===== config.mk =====
export PLATFORM = sky130hd
export DESIGN_NAME = vlc_tx_scheduler
export DESIGN_NICKNAME = d
export VERILOG_FILES = /design/src/rtl/vlc_tx_scheduler.sv
export SDC_FILE = /design/constraint.sdc
export NUM_CORES = 1
export LEC_CHECK = 0
export ABC_AREA = 1
export BUFFER_PORTS_ARGS = -buffer_cell sky130_fd_sc_hd__buf_2
export CAP_MARGIN = 20
export CORE_ASPECT_RATIO = 0.6
export CORE_MARGIN = 1
export CORE_UTILIZATION = 55
export CTS_BUF_LIST = sky130_fd_sc_hd__clkbuf_8
export DETAILED_ROUTE_END_ITERATION = 6
export GPL_TIMING_DRIVEN = 0
export PLACE_DENSITY = 0.75
export SLEW_MARGIN = 20
export SYNTH_ARGS = -nofsm -noshare
export SYNTH_HDL_FRONTEND = slang
export SYNTH_SLANG_ARGS = --single-unit

===== constraint.sdc =====
create_clock -name iClk -period 11.1 [get_ports iClk]
set_clock_uncertainty 0.15 [all_clocks]
set_input_delay 0.555 -clock iClk [delete_from_list [all_inputs] [get_ports iClk]]
set_output_delay 0.555 -clock iClk [all_outputs]
set_load 0.05 [all_outputs]

===== src/rtl/vlc_tx_scheduler.sv =====
// VLC transmit frame scheduler: descriptor FIFO, one-frame-at-a-time launch, inter-frame gap.
// Optional watchdog on the read-master done handshake is enabled by defining VLC_TX_TIMEOUT_EN.
module vlc_tx_scheduler #(
  parameter int DEPTH          = 4,
  parameter int ADDR_W         = 32,
  parameter int LEN_W          = 32,
  parameter int GAP_CYCLES     = 1000,
  parameter int TIMEOUT_CYCLES = 16777216
) (
  input  logic                     iClk,
  input  logic                     iReset,
  input  logic                     iDesc_valid,
  input  logic [ADDR_W-1:0]        iDesc_addr,
  input  logic [LEN_W-1:0]         iDesc_len,
  output logic                     oDesc_ready,
  input  logic                     iEnable,
  input  logic                     iTx_done,
  output logic                     oTx_start,
  output logic [ADDR_W-1:0]        oTx_addr,
  output logic [LEN_W-1:0]         oTx_len,
  output logic                     oBusy,
  output logic [15:0]              oFrame_cnt,
  output logic [$clog2(DEPTH):0]   oQueue_level,
  output logic                     oTimeout
);

  localparam int PTR_W = $clog2(DEPTH);
  localparam int LVL_W = PTR_W + 1;
  localparam int GAP_W = (GAP_CYCLES > 1) ? $clog2(GAP_CYCLES) : 1;

  localparam logic [2:0] S_IDLE  = 3'd0;
  localparam logic [2:0] S_LOAD  = 3'd1;
  localparam logic [2:0] S_START = 3'd2;
  localparam logic [2:0] S_WAIT  = 3'd3;
  localparam logic [2:0] S_GAP   = 3'd4;

  logic [2:0]        state;
  logic [ADDR_W-1:0] addr_mem [DEPTH];
  logic [LEN_W-1:0]  len_mem  [DEPTH];
  logic [PTR_W-1:0]  wr_ptr;
  logic [PTR_W-1:0]  rd_ptr;
  logic [LVL_W-1:0]  level;
  logic [ADDR_W-1:0] head_addr;
  logic [LEN_W-1:0]  head_len;
  logic [GAP_W-1:0]  gap_cnt;
  logic              done_q;
  logic              done_rise;
  logic              push;
  logic              pop;
  logic              wd_expired;

  assign oDesc_ready  = (level != LVL_W'(DEPTH));
  assign oQueue_level = level;
  assign oBusy        = (state != S_IDLE);
  assign oTx_start    = (state == S_START);
  assign push         = iDesc_valid & oDesc_ready;
  assign pop          = (state == S_IDLE) && (level != '0) && iEnable;
  assign done_rise    = iTx_done & ~done_q;

  // Queue storage is not reset; validity is tracked entirely by the pointers and level.
  always_ff @(posedge iClk) begin
    if (push) begin
      addr_mem[wr_ptr] <= iDesc_addr;
      len_mem[wr_ptr]  <= iDesc_len;
    end
  end

`ifdef VLC_TX_TIMEOUT_EN
  localparam int WD_W = $clog2(TIMEOUT_CYCLES + 1);
  logic [WD_W-1:0] wd_cnt;

  assign wd_expired = (wd_cnt == WD_W'(TIMEOUT_CYCLES - 1));

  // Watchdog restarts on every launch; a coincident done edge takes priority over expiry.
  always_ff @(posedge iClk) begin
    if (iReset) begin
      wd_cnt   <= '0;
      oTimeout <= 1'b0;
    end else if (state == S_START) begin
      wd_cnt <= '0;
    end else if (state == S_WAIT) begin
      wd_cnt <= wd_cnt + WD_W'(1);
      if (wd_expired && !done_rise)
        oTimeout <= 1'b1;
    end
  end
`else
  assign wd_expired = 1'b0;
  assign oTimeout   = 1'b0;
`endif

  always_ff @(posedge iClk) begin
    if (iReset) begin
      state      <= S_IDLE;
      wr_ptr     <= '0;
      rd_ptr     <= '0;
      level      <= '0;
      head_addr  <= '0;
      head_len   <= '0;
      oTx_addr   <= '0;
      oTx_len    <= '0;
      oFrame_cnt <= '0;
      gap_cnt    <= '0;
      done_q     <= 1'b0;
    end else begin
      done_q <= iTx_done;
      if (push)
        wr_ptr <= wr_ptr + PTR_W'(1);
      if (pop)
        rd_ptr <= rd_ptr + PTR_W'(1);
      case ({push, pop})
        2'b10:   level <= level + LVL_W'(1);
        2'b01:   level <= level - LVL_W'(1);
        default: level <= level;
      endcase

      case (state)
        S_IDLE: begin
          if (pop) begin
            head_addr <= addr_mem[rd_ptr];
            head_len  <= len_mem[rd_ptr];
            state     <= S_LOAD;
          end
        end
        S_LOAD: begin
          oTx_addr <= head_addr;
          oTx_len  <= head_len;
          // Zero-length descriptors are dropped without ever reaching the read master.
          state    <= (head_len == '0) ? S_IDLE : S_START;
        end
        S_START: state <= S_WAIT;
        S_WAIT: begin
          if (done_rise || wd_expired) begin
            if (done_rise)
              oFrame_cnt <= oFrame_cnt + 16'd1;
            if (GAP_CYCLES == 0) begin
              state <= S_IDLE;
            end else begin
              state   <= S_GAP;
              gap_cnt <= GAP_W'(GAP_CYCLES - 1);
            end
          end
        end
        S_GAP: begin
          if (gap_cnt == '0)
            state <= S_IDLE;
          else
            gap_cnt <= gap_cnt - GAP_W'(1);
        end
        default: state <= S_IDLE;
      endcase
    end
  end

endmodule


==> flow_metrics.env, run 1 <==
export IMPL_post_drt_wl_per_cell_um=18.3
export IMPL_yosys_warnings=0
export IMPL_diodes=0
export IMPL_run_status="finished clean"
export IMPL_clk_latency_ns=0.63
export IMPL_viasPerCell=5.53
export IMPL_grt_overflow=0
export IMPL_syn_num_nets=1598
export IMPL_crit_type="register to register"
export IMPL_grtUsageMet2_pct=42.2
export IMPL_synthCells=1521
export IMPL_cts_tree="yes"
export IMPL_ant_nets=0
export IMPL_cts_buffers=57
export IMPL_rsz0062_at_grt="false"
export IMPL_grt_met3_usage_pct=4.69
export IMPL_core_um2=28000
export IMPL_h_tree_depth=2
export IMPL_synth_top_family_by_area="simple AND/OR/NAND/NOR gates"
export IMPL_grt_pass1_wl_um=61600
export IMPL_yosysSeqAreaShare_pct=69.0
export IMPL_root_buffer="clkbuf_8"
export IMPL_hold_worst_slack_ns=0.0299
export IMPL_drive_above_1_share_pct=16.1
export IMPL_nNetsFinal=1869
export IMPL_required_ns=11.46
export IMPL_muxShareOfSynthArea_pct=0
export IMPL_route_detailed_drc=0
export IMPL_firstDrtPassIters=7
export IMPL_die_width_um=222
export IMPL_areaGrowthSynthToFinish_pct=20.1
export IMPL_finalMaxSlewViolations=0
export IMPL_grt_util_met1_pct=38.5
export IMPL_drt_iter0_drc=1294
export IMPL_routed_wl_um=40300
export IMPL_worst_pin_slew_ns=0.773
export IMPL_fin_crit_ns=2.89
export IMPL_synthAdderAreaFrac_pct=0.676
export IMPL_layout_commonest_cell="nor2_1"
export IMPL_num_vias=12200
export IMPL_whs_path_depth=1
export IMPL_synth_xor_area_share_pct=0.220
export IMPL_async_flop_share_pct=0
export IMPL_clock_sinks=421
export IMPL_r2r_end="oQueue_level[2]"
export IMPL_final_util_pct=68.4
export IMPL_hold_viol=0
export IMPL_dieArea_um2=29700
export IMPL_boundaryPins=156
export IMPL_reg2regPathDepth=14
export IMPL_die_h_um=134
export IMPL_synth_main_ff_cell="edfxtp_1"
export IMPL_dpl_hpwl_um=27000
export IMPL_cts_buffer_depth=3
export IMPL_whs_endpoint="addr_mem[0][20]"
export IMPL_worstSetupEndpointType="register"
export IMPL_critical_path_arrival_ns=3.25
export IMPL_initial_core_util_pct=56.9
export IMPL_synth_cell_type_count=31
export IMPL_synth_area_um2=15900
export IMPL_setup_worst_path_start_class="register"
export IMPL_p_leak_nw=7.59
export IMPL_synth_compound_area_share_pct=12.1
export IMPL_maxCapViolCount=0
export IMPL_cp_max_fo=10
export IMPL_r2r_start="state[2]"
export IMPL_hold_start="iDesc_addr[20]"
export IMPL_cts_setup_buffers=0
export IMPL_antenna_found_initial=0
export IMPL_ir_worst_vdd_mv=0.144
export IMPL_gp_congestion=0.844
export IMPL_fin_crit_sh_pct=26.0
export IMPL_r2r_slack_ns=8.21
export IMPL_slew_limit_headroom_pct=48.4
export IMPL_setup_viol=0
export IMPL_synthSimpleGateAreaFrac_pct=14.2
export IMPL_port_buffer_count=153
export IMPL_synth_edf_count=256
export IMPL_fill_cells=2102
export IMPL_syn_area_per_cell_um2=10.5
export IMPL_grt_usage_pct=27.1
export IMPL_grt_busiest_layer="met2"
export IMPL_holdCritPathClass="input port to register"
export IMPL_grt_pass1_vias=11600
export IMPL_final_cell_mix="nor2_1, edfxtp_1, o21ai_0, buf_2, dfxtp_1"
export IMPL_fmax_ghz=0.346
export IMPL_synth_ff_latch_count=421
export IMPL_fin_tns_setup_ns=0
export IMPL_clk_pin_slew_ns=0.07
export IMPL_rows=47
export IMPL_power_density_nw_per_um2=254
export IMPL_grt_max_degree=25
stage by stage:
step                cells  power [W]  worst slack, ns  area, um2
floorplan            1521    0.00316             6.24      15900
global placement     2041    0.00361             4.86      17200
detailed placement   2053    0.00367             8.26      17500
CTS                  2205    0.00487             8.24      19100
global route         2205    0.00511             8.10      19100
finish               2205    0.00486             8.21      19100
per-layer routing:
layer  part of all wire (%)  wire, um  vias up
li1                       -         -     5790
met1                     44     17700     5729
met2                     44     17700      586
met3                    9.2      3690       94
met4                    2.9      1190        0
met5                      0         0        -
cell type report:
class                   count  area, um2  share of cell area [%]
plain buffers              91        399                    2.09
clock buffers              67        922                    4.82
clock inverters            38        238                    1.24
inverters                  55        206                    1.08
multi-input cells         954       4360                    22.8
flip-flops and latches    421      11000                    57.4
well taps                 367        459                    2.40
repair buffers            212       1560                    8.15
critical path: stages, from the launching register on:
cell and delay [ns]:
dfxtp_1 0.35, nor2_2 0.17, inv_2 0.06, nor2_2 0.17
inv_2 0.09, nor2_4 0.14, buf_4 0.22, buf_2 0.29
ha_1 0.19, inv_1 0.07, fa_1 0.38, a21oi_1 0.15
o21ai_0 0.12, o21ai_0 0.16, a21oi_1 0.05
Yosys cell counts, types with 2 or more instances:
cell	instances	area, um2
clkbuf_1	55	206
buf_2	25	125
nor2_2	2	12.5
nand4_1	5	31.3
inv_2	6	22.5
nand2_1	75	282
xor2_1	2	17.5
nor3_1	3	15.0
o21ai_1	45	225
nand3_1	29	145
ha_1	7	87.6
a31oi_1	64	400
dfxtp_1	165	3300
nor2_4	2	22.5
inv_1	49	184
buf_1	4	15.0
nor2_1	452	1700
edfxtp_1	256	7690
buf_4	7	52.6
xnor2_1	2	17.5
o21ai_0	231	1160
a21oi_1	26	130
registers in the layout (all words and copies together), names as in the netlist:
signal,cells
addr_mem,128
done_q,1
gap_cnt,10
head_addr,32
head_len,32
len_mem,128
oFrame_cnt,16
oQueue_level,3
oTx_addr,32
oTx_len,32
rd_ptr,2
state,3
wr_ptr,2
cells by family after synthesis:
| family | count (synthesis) |
|---|---|
| simple gates | 573 |
| flops | 421 |
| compound gates | 368 |
| buf+inv | 146 |
| fa+ha+maj | 8 |
| xor+xnor | 4 |
| other cells | 1 |
power by group:
| part | switching (W) | internal [W] | leakage, nW |
|---|---|---|---|
| clock network | 0.000572 | 0.000618 | 0.680 |
| logic | 0.00117 | 0.000408 | 3.21 |
| registers | 0.000149 | 0.00195 | 3.70 |
how the worst max path moves through the flow:
stage | startpoint | endpoint | slack (ns) | cells after the start
floorplan | oQueue_level[1] | addr_mem[0][0] | 6.24 | 4
global placement | iDesc_valid | addr_mem[0][29] | 4.86 | 3
detailed placement | state[2] | oQueue_level[2] | 8.26 | 14
CTS | state[2] | oQueue_level[2] | 8.24 | 14
global route | state[2] | oQueue_level[2] | 8.10 | 14
finish | state[2] | oQueue_level[2] | 8.21 | 14
timing repair:
action | CTS | global route
hold buffers | 47 | 0
resized for setup | 0 | 0
hold endpoints to repair | 168 | 0
(Power assumes the default switching activity.)
==> inputs of run 2 (changes only) <==
--- a/config.mk
+++ b/config.mk
@@ -5,7 +5,7 @@
 export SDC_FILE = /design/constraint.sdc
 export NUM_CORES = 1
 export LEC_CHECK = 0
-export ABC_AREA = 1
+export ABC_AREA = 0
 export BUFFER_PORTS_ARGS = -buffer_cell sky130_fd_sc_hd__buf_2
 export CAP_MARGIN = 20
 export CORE_ASPECT_RATIO = 0.6
@@ -14,7 +14,7 @@
 export CTS_BUF_LIST = sky130_fd_sc_hd__clkbuf_8
 export DETAILED_ROUTE_END_ITERATION = 6
 export GPL_TIMING_DRIVEN = 0
-export PLACE_DENSITY = 0.75
+export PLACE_DENSITY = 0.78
 export SLEW_MARGIN = 20
 export SYNTH_ARGS = -nofsm -noshare
 export SYNTH_HDL_FRONTEND = slang
==> constraint.sdc (replaced) <==
create_clock -name iClk -period 2.4 [get_ports iClk]
set_clock_uncertainty 0.15 [all_clocks]
set_input_delay 0.12 -clock iClk [delete_from_list [all_inputs] [get_ports iClk]]
set_output_delay 0.12 -clock iClk [all_outputs]
set_load 0.05 [all_outputs]
==> flow_metrics.env, run 2 <==
export IMPL_routed_wl_um=34200
export IMPL_areaGrowthSynthToFinish_pct=21.0
export IMPL_synth_area_leaders="edfxtp_1, dfxtp_1, mux4_2, nand2_1, a21oi_1"
export IMPL_run_status="finished clean"
export IMPL_r2r_start="oQueue_level[0]"
export IMPL_gp_congestion=0.853
export IMPL_top_regs="addr_mem x128, len_mem x128"
export IMPL_synthCells=1121
export IMPL_dpl_cell_count=1645
export IMPL_grtUsageMet2_pct=36.5
export IMPL_worst_pin_slew_ns=0.803
export IMPL_holdCritPathClass="input port to register"
export IMPL_viasPerCell=5.41
export IMPL_critical_path_arrival_ns=2.71
export IMPL_r2r_slack_ns=0.08
export IMPL_power_density_nw_per_um2=981
export IMPL_port_buffer_count=153
export IMPL_h_tree_depth=2
export IMPL_setup_worst_path_start_class="register"
export IMPL_synth_edf_count=256
export IMPL_grt_pass1_vias=9921
export IMPL_async_flop_share_pct=0
export IMPL_setup_slack_ns=0.0760
export IMPL_fin_crit_sh_pct=96.8
export IMPL_num_vias=9914
export IMPL_crit_start="oQueue_level[0]"
export IMPL_yosysSeqAreaShare_pct=70.8
export IMPL_dpl_hpwl_um=22700
export IMPL_cts_tree="yes"
export IMPL_boundaryPins=156
export IMPL_worstSetupEndpointType="register"
export IMPL_synth_common_cells="nand2_1, edfxtp_1, dfxtp_1"
export IMPL_synth_ff_latch_count=421
export IMPL_post_drt_wl_per_cell_um=18.7
export IMPL_root_buffer="clkbuf_8"
export IMPL_synth_main_ff_cell="edfxtp_1"
export IMPL_p_leak_nw=6.66
export IMPL_reg2regPathDepth=9
export IMPL_final_cell_mix="nand2_1, edfxtp_1, buf_2, dfxtp_1, a21oi_1"
export IMPL_drt_iter0_drc=703
export IMPL_route_detailed_drc=0
export IMPL_yosysMostFrequentCell="nand2_1"
export IMPL_initial_core_util_pct=56.2
export IMPL_dieArea_um2=28900
export IMPL_hold_viol=0
export IMPL_grt_overflow=0
export IMPL_ir_worst_vdd_mv=0.569
export IMPL_grt_pass1_wl_um=53800
export IMPL_nNetsFinal=1487
export IMPL_clk_latency_ns=0.62
export IMPL_synth_area_um2=15500
export IMPL_yosys_warnings=0
export IMPL_crit_end="oQueue_level[2]"
export IMPL_cts_buffers=59
export IMPL_finalMaxSlewViolations=0
export IMPL_synth_cell_type_count=50
export IMPL_crit_type="register to register"
export IMPL_r2r_end="oQueue_level[2]"
export IMPL_syn_num_nets=1198
export IMPL_die_width_um=219
export IMPL_yosys_area_top_type="edfxtp_1"
export IMPL_required_ns=2.79
export IMPL_clock_sinks=421
export IMPL_cts_buffer_depth=3
export IMPL_antenna_found_initial=3
export IMPL_rsz0062_at_grt="true"
export IMPL_cp_max_fo=6
export IMPL_grt_met3_usage_pct=4.96
export IMPL_maxCapViolCount=0
export IMPL_die_h_um=132
export IMPL_grt_max_degree=39
export IMPL_syn_area_per_cell_um2=13.9
export IMPL_core_um2=27600
export IMPL_rows=47
export IMPL_dp_slack_ns=-0.449
export IMPL_clk_pin_slew_ns=0.07
export IMPL_slew_limit_headroom_pct=46.5
export IMPL_layoutNonFillerInstCount=1831
export IMPL_ant_nets=0
export IMPL_grt_usage_pct=24.3
export IMPL_fin_crit_ns=2.32
export IMPL_drive_above_1_share_pct=23.3
export IMPL_fmax_ghz=0.430
export IMPL_synth_top_area_share_pct=49.5
export IMPL_layout_commonest_cell="nand2_1"
export IMPL_final_util_pct=67.9
export IMPL_setup_viol=0
export IMPL_grt_util_met1_pct=35.8
export IMPL_firstDrtPassIters=6
export IMPL_grt_busiest_layer="met2"
## run 2: cell types whose count changed in the layout (fill, tap and decap cells not counted), sizes merged, moves of 31 or more
cell and change:
inv -31, a21oi +120, mux4 +64, nand2 +193
a31oi -60, nor2 -436, o21ai -272
## run 2: worst min path at each step
| stage | from | end | slack [ns] | cells past startpoint |
|---|---|---|---|---|
| after floorplan | iDesc_addr[0] | addr_mem[0][0] | 0.07 | 0 |
| after global placement | iDesc_addr[20] | addr_mem[0][20] | 0.18 | 1 |
| after detailed placement | iDesc_len[12] | len_mem[2][12] | 0.19 | 1 |
| after CTS | iDesc_len[4] | len_mem[2][4] | 0.06 | 2 |
| after global routing | iDesc_len[14] | len_mem[2][14] | 0.09 | 2 |
| final | iReset | head_len[4] | 0.10 | 3 |
## run 2: logic make-up (layout without fill, tap and decap cells)
family | after synthesis | in the layout | share of synthesized area (%)
simple gates | 363 | 363 | 10.3
buf+inv | 79 | 419 | 2.25
fa+ha+maj | 8 | 8 | 0.693
xor+xnor | 14 | 14 | 0.790
flops | 421 | 421 | 70.8
other cells | 1 | 4 | 0.0242
compound gates | 168 | 168 | 5.73
mux | 67 | 67 | 9.48
## run 2: metal layers
| metal | up-vias | wire, um | share of wire [%] |
|---|---|---|---|
| met4 | 0 | 751 | 2.2 |
| met1 | 4830 | 15300 | 45 |
| li1 | 4678 | - | - |
| met5 | - | 0 | 0 |
| met3 | 65 | 2450 | 7.2 |
| met2 | 341 | 15700 | 46 |
## run 2: timing repair
item                                    CTS  global route
pin swaps                                 1             1
gates resized for setup                   4             5
endpoints found under the hold margin   371             0
hold buffers                             69             0
setup buffers                             1             1
endpoints found under the setup margin    2            16
## run 2: worst max-delay path: stages, from the launching register on
cell	delay, ns
dfxtp_4	0.36
or3b_4	0.41
and2_4	0.18
inv_4	0.06
ha_4	0.14
inv_2	0.04
fa_2	0.32
xor2_1	0.15
or3_1	0.31
a21oi_1	0.12
## run 2: area by class of cell
type,count,area (um2)
sequential,421,11000
timing repair buffer,228,1550
buffer,68,320
inverter,11,43.8
clock inverter,43,208
multi-input combinational,621,4240
antenna,3,7.51
clock buffer,69,950
fill,1937,8860
tap,367,459
## run 2: stage by stage
step | total power [W] | hold WS [ns] | TNS (ns) | instance area [um2]
after CTS | 0.0185 | 0.0579 | 0 | 18800
after floorplan | 0.0118 | 0.0689 | -0.0393 | 15600
after detailed placement | 0.0130 | 0.191 | -0.773 | 16900
after global placement | 0.0129 | 0.184 | -49.76 | 16800
final | 0.0184 | 0.101 | 0 | 18800
after global routing | 0.0193 | 0.0894 | -0.0270 | 18800
## run 2: power by group
group,switching (W),total [W],internal (W)
logic,0.00264,0.00417,0.00153
clock network,0.00261,0.00533,0.00273
registers,0.000387,0.00892,0.00854
==> inputs of run 3 (changes only) <==
==> constraint.sdc (replaced) <==
create_clock -name iClk -period 1.9 [get_ports iClk]
set_clock_uncertainty 0.15 [all_clocks]
set_input_delay 0.095 -clock iClk [delete_from_list [all_inputs] [get_ports iClk]]
set_output_delay 0.095 -clock iClk [all_outputs]
set_load 0.05 [all_outputs]
==> flow_metrics.env, run 3 (synthesis gave the netlist of run 2 again) <==
export IMPL_top_regs="addr_mem x128, len_mem x128"
export IMPL_num_vias=10200
export IMPL_routed_wl_um=35800
export IMPL_power_density_nw_per_um2=1240
export IMPL_viasPerCell=5.55
export IMPL_die_h_um=132
export IMPL_h_tree_depth=2
export IMPL_gp_congestion=0.826
export IMPL_post_drt_wl_per_cell_um=19.4
export IMPL_initial_core_util_pct=56.2
export IMPL_crit_type="register to register"
export IMPL_fill_cells=1879
export IMPL_worstSetupEndpointType="register"
export IMPL_die_width_um=219
export IMPL_clk_latency_ns=0.61
export IMPL_run_status="complete, but fails checks"
export IMPL_holdCritPathClass="input port to register"
export IMPL_setup_slack_ns=-0.425
export IMPL_finalMaxSlewViolations=0
export IMPL_grt_pass1_vias=10100
export IMPL_route_detailed_drc=0
export IMPL_p_leak_nw=6.84
export IMPL_ant_nets=0
export IMPL_crit_path_cell_trace="or3b_4, and2_4, inv_4, ha_4, inv_2, fa_2, xor2_1, or3_1, a21oi_1"
export IMPL_core_um2=27600
export IMPL_nNetsFinal=1500
export IMPL_hold_viol=0
export IMPL_final_cell_mix="nand2_1, edfxtp_1, buf_2, dfxtp_1, a21oi_1"
export IMPL_areaGrowthSynthToFinish_pct=23.6
export IMPL_cp_max_fo=5
export IMPL_required_ns=2.28
export IMPL_cts_buffers=58
export IMPL_cpLargestDelayFamily="simple AND/OR/NAND/NOR gates"
export IMPL_setup_viol=196
export IMPL_final_util_pct=69.5
export IMPL_cts_tree="yes"
export IMPL_grt_overflow=0
export IMPL_path_buf_inv=2
export IMPL_worst_pin_slew_ns=0.779
export IMPL_fin_crit_sh_pct=122
export IMPL_grt_usage_pct=25.2
export IMPL_hold_worst_slack_ns=0.0689
export IMPL_rsz0062_at_grt="true"
export IMPL_dpl_hpwl_um=22700
export IMPL_drive_above_1_share_pct=27.6
export IMPL_grt_pass1_wl_um=55600
export IMPL_boundaryPins=156
export IMPL_fmax_ghz=0.430
export IMPL_layout_commonest_cell="nand2_1"
export IMPL_slew_limit_headroom_pct=48.1
export IMPL_clock_sinks=421
export IMPL_port_buffer_count=153
export IMPL_dpl_cell_count=1645
export IMPL_root_buffer="clkbuf_8"
export IMPL_layoutNonFillerInstCount=1844
export IMPL_dieArea_um2=28900
export IMPL_critical_path_arrival_ns=2.71
export IMPL_firstDrtPassIters=5
export IMPL_violations="setup timing"
export IMPL_rows=47
export IMPL_maxCapViolCount=0
export IMPL_setup_worst_path_start_class="register"
export IMPL_cts_buffer_depth=3
export IMPL_fin_crit_ns=2.33
export IMPL_ir_worst_vdd_mv=0.701
export IMPL_cp_slowest_cell="or3b_4"
export IMPL_cp_slowest_stage_delay_ns=0.40
export IMPL_clk_pin_slew_ns=0.07
export IMPL_antenna_found_initial=4
export IMPL_grt_max_degree=40
export IMPL_drt_iter0_drc=949
[run 3: cell types whose count changed in the layout (fill, tap and decap cells not counted), moves of 3 or more]
cell / previous run / this run
buf_12: 4 / 1
buf_16: 0 / 3
buf_2: 168 / 163
buf_4: 3 / 22
buf_6: 4 / 12
clkbuf_1: 44 / 25
clkbuf_2: 1 / 5
clkbuf_4: 0 / 6
clkinv_1: 6 / 11
clkinv_2: 1 / 6
dfxtp_1: 162 / 151
dfxtp_2: 1 / 8
dfxtp_4: 2 / 6
inv_1: 40 / 29
[run 3: path summary, 6_finish.rpt]
path / startpoint / to / slack [ns] / cells after the start
worst min-delay path: iDesc_len[14] / len_mem[0][14] / 0.07 / 2
worst max register to register: oQueue_level[2] / oQueue_level[2] / -0.43 / 9
worst min register to register: head_addr[21] / oTx_addr[21] / 0.30 / 2
worst max-delay path: oQueue_level[2] / oQueue_level[2] / -0.43 / 9
[run 3: cell type report]
cell class	instances	area [um2]	area share (%)
Inverter	11	43.8	0.228
Buffer	66	418	2.18
Clock buffer	66	908	4.73
Timing Repair Buffer	244	1710	8.93
Sequential cell	421	11000	57.4
Multi-Input combinational cell	621	4380	22.8
Clock inverter	44	239	1.24
Tap cell	367	459	2.39
Antenna cell	4	10.0	0.0521
[run 3: metal layers]
metal | GRT usage [%] | vias to the layer above | wire length [um]
met5 | 0 | - | 0
met4 | 8.26 | 0 | 936
met3 | 5.21 | 77 | 2430
met2 | 37.4 | 368 | 16300
met1 | 37.6 | 5064 | 16100
li1 | - | 4720 | -
[run 3: stage by stage]
step                worst slack (ns)  power [W]  TNS (ns)  cell area [um2]
global placement              -0.745     0.0163   -209.80            16800
global route                  -0.494     0.0249    -55.33            19200
CTS                           -0.369     0.0236    -37.14            19000
detailed placement            -0.754     0.0165    -42.34            16900
finish                        -0.425     0.0238    -40.22            19200
floorplan                     -0.539     0.0149   -100.98            15600
[run 3: power breakdown]
group	internal, W	switching, W	total, W
combinational	0.00226	0.00344	0.00569
clock	0.00346	0.00337	0.00683
sequential	0.0108	0.000490	0.0113
total	0.0165	0.00730	0.0238
[run 3: what timing repair did]
item                                    in CTS  in global routing
endpoints found under the setup margin     272                348
pin swaps                                    7                 10
hold endpoints to repair                   331                  0
hold buffers                                69                  0
setup buffers                                8                 11
resized for setup                           50                 60
